==> config.mk <==
export PLATFORM = sky130hd
export DESIGN_NAME = elevator_call_dispatcher
export DESIGN_NICKNAME = d
export VERILOG_FILES = /design/src/rtl/elevator_pkg.sv /design/src/rtl/scan_select.sv /design/src/rtl/elevator_call_dispatcher.sv
export SDC_FILE = /design/constraint.sdc
export NUM_CORES = 1
export LEC_CHECK = 0
export CAP_MARGIN = 20
export CORE_MARGIN = 2
export CORE_UTILIZATION = 30
export DETAILED_ROUTE_END_ITERATION = 8
export MAX_ROUTING_LAYER = met4
export SYNTH_ARGS = -nofsm -noshare
export SYNTH_HDL_FRONTEND = slang
export SYNTH_SLANG_ARGS = --single-unit
export TNS_END_PERCENT = 20
==> constraint.sdc <==
create_clock -name clk -period 2.7 [get_ports clk]
set_input_delay 0.405 -clock clk [delete_from_list [all_inputs] [get_ports clk]]
set_output_delay 0.405 -clock clk [all_outputs]
set_load 0.02 [all_outputs]
==> src/rtl/elevator_pkg.sv <==
`default_nettype none
// ============================================================================
//  Module      : elevator_pkg
//  Description : Shared floor width, floor limits, direction codes and the
//                dispatcher state encoding, common to dispatcher and core.
//  Revision    : 1.0 - initial release
// ============================================================================
package elevator_pkg;

    localparam int FLOOR_W    = 4;
    localparam int MAX_FLOORS = 16;

    localparam logic DIR_UP   = 1'b1;
    localparam logic DIR_DOWN = 1'b0;

    typedef enum logic [1:0] {
        ST_IDLE   = 2'd0,
        ST_SELECT = 2'd1,
        ST_TRAVEL = 2'd2,
        ST_DWELL  = 2'd3
    } state_t;

endpackage : elevator_pkg
`default_nettype wire

==> src/rtl/scan_select.sv <==
`default_nettype none
// ============================================================================
//  Module      : scan_select
//  Description : Combinational SCAN target picker. A call at the current
//                floor wins; otherwise the nearest call strictly ahead in the
//                sweep direction; otherwise the sweep flips and the nearest
//                call in the new direction is taken.
//  Revision    : 1.0 - initial release
// ============================================================================
module scan_select
    import elevator_pkg::*;
#(
    parameter int NUM_FLOORS = 10
)(
    input  logic [NUM_FLOORS-1:0] i_pending,
    input  logic [FLOOR_W-1:0]    i_current_floor,
    input  logic                  i_sweep_up,
    output logic                  o_found,
    output logic [FLOOR_W-1:0]    o_target,
    output logic                  o_new_sweep_up
);

    logic               w_here;
    logic               w_up_found;
    logic               w_dn_found;
    logic [FLOOR_W-1:0] w_up_floor;
    logic [FLOOR_W-1:0] w_dn_floor;

    // Pending call at the floor the car is already standing on
    always_comb begin
        w_here = 1'b0;
        for (int f = 0; f < NUM_FLOORS; f++) begin
            if (i_pending[f] && (FLOOR_W'(f) == i_current_floor)) begin
                w_here = 1'b1;
            end
        end
    end

    // Nearest call strictly above: scan top-down so the lowest match wins
    always_comb begin
        w_up_found = 1'b0;
        w_up_floor = '0;
        for (int f = NUM_FLOORS - 1; f >= 0; f--) begin
            if (i_pending[f] && (FLOOR_W'(f) > i_current_floor)) begin
                w_up_found = 1'b1;
                w_up_floor = FLOOR_W'(f);
            end
        end
    end

    // Nearest call strictly below: scan bottom-up so the highest match wins
    always_comb begin
        w_dn_found = 1'b0;
        w_dn_floor = '0;
        for (int f = 0; f < NUM_FLOORS; f++) begin
            if (i_pending[f] && (FLOOR_W'(f) < i_current_floor)) begin
                w_dn_found = 1'b1;
                w_dn_floor = FLOOR_W'(f);
            end
        end
    end

    // Arbitrate: current floor, then sweep direction, then reversed sweep
    always_comb begin
        o_found        = 1'b1;
        o_target       = i_current_floor;
        o_new_sweep_up = i_sweep_up;
        if (w_here) begin
            o_target = i_current_floor;
        end else if (i_sweep_up == DIR_UP) begin
            if (w_up_found) begin
                o_target = w_up_floor;
            end else if (w_dn_found) begin
                o_target       = w_dn_floor;
                o_new_sweep_up = DIR_DOWN;
            end else begin
                o_found = 1'b0;
            end
        end else begin
            if (w_dn_found) begin
                o_target = w_dn_floor;
            end else if (w_up_found) begin
                o_target       = w_up_floor;
                o_new_sweep_up = DIR_UP;
            end else begin
                o_found = 1'b0;
            end
        end
    end

endmodule : scan_select
`default_nettype wire

==> src/rtl/elevator_call_dispatcher.sv <==
`default_nettype none
// ============================================================================
//  Module      : elevator_call_dispatcher
//  Description : Latches call buttons into a pending bitmap, dispatches one
//                target floor at a time to the elevator core using SCAN,
//                detects arrival and holds a door dwell before the next call.
//  Revision    : 1.0 - initial release
// ============================================================================
module elevator_call_dispatcher
    import elevator_pkg::*;
#(
    parameter int NUM_FLOORS   = 10,
    parameter int DWELL_CYCLES = 8
)(
    input  logic                  clk,
    input  logic                  rst_n,
    input  logic [NUM_FLOORS-1:0] i_call_btn,
    input  logic [FLOOR_W-1:0]    i_current_floor,
    input  logic                  i_moving,
    input  logic                  i_direction,
    output logic [FLOOR_W-1:0]    o_request_floor,
    output logic [NUM_FLOORS-1:0] o_pending,
    output logic                  o_door_open,
    output logic                  o_served,
    output logic                  o_sweep_up
);

    localparam int               CNT_W        = (DWELL_CYCLES > 1) ? $clog2(DWELL_CYCLES) : 1;
    localparam logic [CNT_W-1:0] c_DWELL_LOAD = CNT_W'(DWELL_CYCLES - 1);

    state_t                  r_state;
    state_t                  w_state_next;
    logic [NUM_FLOORS-1:0]   r_pending;
    logic [NUM_FLOORS-1:0]   w_pending_next;
    logic [NUM_FLOORS-1:0]   w_clear_mask;
    logic [NUM_FLOORS-1:0]   w_cur_mask;
    logic [NUM_FLOORS-1:0]   w_req_mask;
    logic [FLOOR_W-1:0]      r_request_floor;
    logic [FLOOR_W-1:0]      w_req_next;
    logic                    r_sweep_up;
    logic                    w_sweep_next;
    logic                    r_door_open;
    logic                    w_door_next;
    logic                    r_served;
    logic                    w_served_next;
    logic [CNT_W-1:0]        r_dwell_cnt;
    logic [CNT_W-1:0]        w_cnt_next;
    logic                    w_arrival;
    logic                    w_call_here;
    logic                    w_found;
    logic [FLOOR_W-1:0]      w_target;
    logic                    w_new_sweep_up;
    logic                    w_unused_dir;

    // Direction from the core is informational only
    assign w_unused_dir = i_direction;

    scan_select #(
        .NUM_FLOORS     (NUM_FLOORS)
    ) u_scan_select (
        .i_pending      (r_pending),
        .i_current_floor(i_current_floor),
        .i_sweep_up     (r_sweep_up),
        .o_found        (w_found),
        .o_target       (w_target),
        .o_new_sweep_up (w_new_sweep_up)
    );

    // One-hot decode of current and requested floor; out-of-range floors decode to zero
    always_comb begin
        w_cur_mask = '0;
        w_req_mask = '0;
        for (int f = 0; f < NUM_FLOORS; f++) begin
            w_cur_mask[f] = (FLOOR_W'(f) == i_current_floor);
            w_req_mask[f] = (FLOOR_W'(f) == r_request_floor);
        end
    end

    assign w_arrival   = (i_current_floor == r_request_floor) && !i_moving;
    assign w_call_here = |(i_call_btn & w_cur_mask);

    // Calls cleared this cycle: the served floor on arrival, the door floor while dwelling
    always_comb begin
        w_clear_mask = '0;
        if ((r_state == ST_TRAVEL) && w_arrival) begin
            w_clear_mask = w_req_mask;
        end else if (r_state == ST_DWELL) begin
            w_clear_mask = w_cur_mask;
        end
    end

    assign w_pending_next = (r_pending | i_call_btn) & ~w_clear_mask;

    // Next-state and registered-output logic for the dispatch FSM
    always_comb begin
        w_state_next  = r_state;
        w_req_next    = r_request_floor;
        w_sweep_next  = r_sweep_up;
        w_door_next   = r_door_open;
        w_served_next = 1'b0;
        w_cnt_next    = r_dwell_cnt;
        case (r_state)
            ST_IDLE: begin
                w_req_next = i_current_floor;
                if (|w_pending_next) begin
                    w_state_next = ST_SELECT;
                end
            end
            ST_SELECT: begin
                if (w_found) begin
                    w_req_next   = w_target;
                    w_sweep_next = w_new_sweep_up;
                    w_state_next = ST_TRAVEL;
                end else begin
                    w_state_next = ST_IDLE;
                end
            end
            ST_TRAVEL: begin
                if (w_arrival) begin
                    w_served_next = 1'b1;
                    w_door_next   = 1'b1;
                    w_cnt_next    = c_DWELL_LOAD;
                    w_state_next  = ST_DWELL;
                end
            end
            ST_DWELL: begin
                if (w_call_here) begin
                    w_cnt_next = c_DWELL_LOAD;
                end else if (r_dwell_cnt == '0) begin
                    w_door_next  = 1'b0;
                    w_state_next = (|w_pending_next) ? ST_SELECT : ST_IDLE;
                end else begin
                    w_cnt_next = r_dwell_cnt - CNT_W'(1);
                end
            end
            default: begin
                w_state_next = ST_IDLE;
            end
        endcase
    end

    // FSM state register
    always_ff @(posedge clk or negedge rst_n) begin
        if (!rst_n) begin
            r_state <= ST_IDLE;
        end else begin
            r_state <= w_state_next;
        end
    end

    // Datapath registers: pending bitmap, target, sweep, door, served pulse, dwell count
    always_ff @(posedge clk or negedge rst_n) begin
        if (!rst_n) begin
            r_pending       <= '0;
            r_request_floor <= '0;
            r_sweep_up      <= DIR_UP;
            r_door_open     <= 1'b0;
            r_served        <= 1'b0;
            r_dwell_cnt     <= '0;
        end else begin
            r_pending       <= w_pending_next;
            r_request_floor <= w_req_next;
            r_sweep_up      <= w_sweep_next;
            r_door_open     <= w_door_next;
            r_served        <= w_served_next;
            r_dwell_cnt     <= w_cnt_next;
        end
    end

    assign o_request_floor = r_request_floor;
    assign o_pending       = r_pending;
    assign o_door_open     = r_door_open;
    assign o_served        = r_served;
    assign o_sweep_up      = r_sweep_up;

endmodule : elevator_call_dispatcher
`default_nettype wire

==> impl_metrics.env <==
export IMPL_clock_root_buffer="clkbuf_8"
export IMPL_area_growth_pct=43.9
export IMPL_fillCellCount=726
export IMPL_yosysSeqAreaShare_pct=25.4
export IMPL_synth_fp_nets=281
export IMPL_cts_buffers=3
export IMPL_final_antenna_net_count=0
export IMPL_worst_clock_skew_ps=4.97
export IMPL_drv_slew=0
export IMPL_place_worst_setup_slack_ps=-298
export IMPL_grt_pass1_wl_um=12100
export IMPL_finalCritPeriodShare_pct=95.6
export IMPL_setup_slack_ps=118
export IMPL_grt_start_max_net_pins=25
export IMPL_yosysTopAreaCell="dfrtp_1"
export IMPL_grt_util_all_layers_pct=20.0
export IMPL_io_buffers=33
export IMPL_synth_ff_type="dfrtp_1"
export IMPL_syn_area_um2=2180
export IMPL_hold_class="input pin to async pin"
export IMPL_yosysMostFrequentCell="dfrtp_1"
export IMPL_worstRegToRegCells=8
export IMPL_dp_hpwl_um=5640
export IMPL_hold_viol=0
export IMPL_drc=0
export IMPL_yosysUniqueCellTypes=74
export IMPL_rows=31
export IMPL_max_freq_mhz=387
export IMPL_status="finished, final reports clean"
export IMPL_peakVddDrop_uv=365
export IMPL_final_min_clock_period_ps=2580
export IMPL_ys_async_sr_fraction_pct=100
export IMPL_synthTopCellsByArea="dfrtp_1, nand2_1, a31oi_1"
export IMPL_rsz0062_at_grt="no"
export IMPL_core_area_um2=7140
export IMPL_first_pass_iters=6
export IMPL_routed_wl_um=7360
export IMPL_grt_antenna_before_repair=0
export IMPL_cts_sinks=22
export IMPL_p_leak_nw=1.28
export IMPL_netlist_instances=261
export IMPL_ys_warn_count=0
export IMPL_cts_clk_slew_worst_paths_ps=80
export IMPL_crit_fanout=24
export IMPL_synth_edf_count=0
export IMPL_nNetsFinal=365
export IMPL_top_usage_layer="met2"
export IMPL_setup_violations_final=0
export IMPL_tns_ps=0
export IMPL_post_cts_buffers=0
export IMPL_htreeDepth=1
export IMPL_synth_seq_cells=22
export IMPL_cp_end_kind="flip-flop"
export IMPL_cts_buffer_depth=2
export IMPL_met3_usage_pct=2.77
export IMPL_initial_core_util_pct=30.5
export IMPL_die_x_um=89.2
export IMPL_via_per_inst=5.54
export IMPL_cap_violations=0
export IMPL_drive_gt1_share_pct=26.2
export IMPL_required_ps=2850
export IMPL_syn_avg_cell_area_um2=8.34
export IMPL_grt_use_met2_pct=32.7
export IMPL_worst_skew_pair_late_latency_ps=270
export IMPL_finalNonFillerCells=443
export IMPL_pin_count=35
export IMPL_drt_initial_drc_count=186
export IMPL_yosys_area_top_type_share_pct=24.2
export IMPL_diodes=0
export IMPL_worstMarginPinSlew_ps=473
export IMPL_slew_headroom_pct=68.1
export IMPL_cp_arrival_ps=2730
export IMPL_dieHeight_um=89.2
export IMPL_post_route_util_pct=43.9
export IMPL_power_density_nw_per_um2=576
export IMPL_cts_tree="yes"
export IMPL_first_global_vias=2424
export IMPL_wire_per_inst_um=16.6
export IMPL_vias=2456
export IMPL_ff2ff_setup_slack_ps=420
export IMPL_crit_type="input pin to flip-flop"
export IMPL_die_area_um2=7950
export IMPL_start_kind="input pin"
export IMPL_met1_usage_pct=26.0
export IMPL_place_congestion=0.896
export IMPL_whs_ps=480
export IMPL_dpl_cell_count=439
export IMPL_grt_ovfl_total=0
export IMPL_synth_common_cells="dfrtp_1, nand2_1, nor2_1"
flip-flops by register name (all words and copies together) (netlist names), named ones only:
name / flops
r_dwell_cnt: 3
o_sweep_up: 1
o_door_open: 1
o_pending: 10
r_state: 1
o_request_floor: 4
o_served: 1
repair_timing:
item                       4_1_cts  5_1_grt
gates resized for setup          1        2
setup endpoints to repair        1        1
gates cloned                     0        0
pin swaps                        0        1
hold buffers                     0        0
layer usage:
layer  wire length (um)  share of wire [%]
met1               3300                 45
met2               3600                 49
met3                345                4.7
met4                108                1.5
met5                  0                  0
cell usage in the layout, fill, tap and decap left out, types with 11 or more instances in the layout:
cell             count
nor2_1              17
a21oi_1             11
clkdlybuf4s50_1     33
buf_4               65
nand2_1             20
o21ai_0             13
dfrtp_1             21
inv_1               13
a31oi_1             11
worst paths after layout:
kind / start / to
max in group asynchronous: rst_n / o_sweep_up
setup reg to reg: flip-flop / r_state[0]
hold / removal: rst_n / r_dwell_cnt[0]
setup / recovery: i_current_floor[2] / r_state[0]
min in group clk: r_dwell_cnt[1] / r_dwell_cnt[1]
hold reg to reg: r_dwell_cnt[1] / r_dwell_cnt[1]
power by group:
group / internal (mW) / switching [mW] / total (mW)
sequential: 0.413 / 0.139 / 0.552
clock: 0.198 / 0.112 / 0.311
combinational: 0.459 / 0.483 / 0.942
area by class of cell:
type                       count  area [um^2]  share of cell area, %
tap                           99          124                   3.96
multi-input combinational    204         1460                   46.5
inverter                      13         48.8                   1.56
timing repair buffer         101          878                   28.0
clock inverter                 1         30.0                  0.959
clock buffer                   3         41.3                   1.32
sequential                    22          552                   17.6
through the flow:
stage                     power, mW  cell area [um^2]
after floorplan                1.07              2180
after global placement         1.46              3040
after global routing           1.93              3130
after detailed placement       1.48              3040
after CTS                      1.80              3120
final                          1.80              3130
worst max-delay path, stage by stage:
cell	delay [ps]
clkdlybuf4s50_1	480
buf_12	200
nand4bb_2	300
o32a_1	380
mux2i_1	170
a32o_1	190
a22oi_1	100
nor4bb_4	300
buf_4	150
a21oi_1	50
cell families (layout without fill, tap and decap cells):
group / after synthesis / after routing / synth area share (%)
fa+ha+maj: 2 / 2 / 1.15
xor+xnor: 4 / 4 / 1.61
compound gates: 97 / 97 / 33.6
flops: 22 / 22 / 25.4
simple gates: 92 / 92 / 24.8
mux: 9 / 9 / 4.89
buf+inv: 35 / 118 / 8.57
Power figures use the tool's default switching activity.
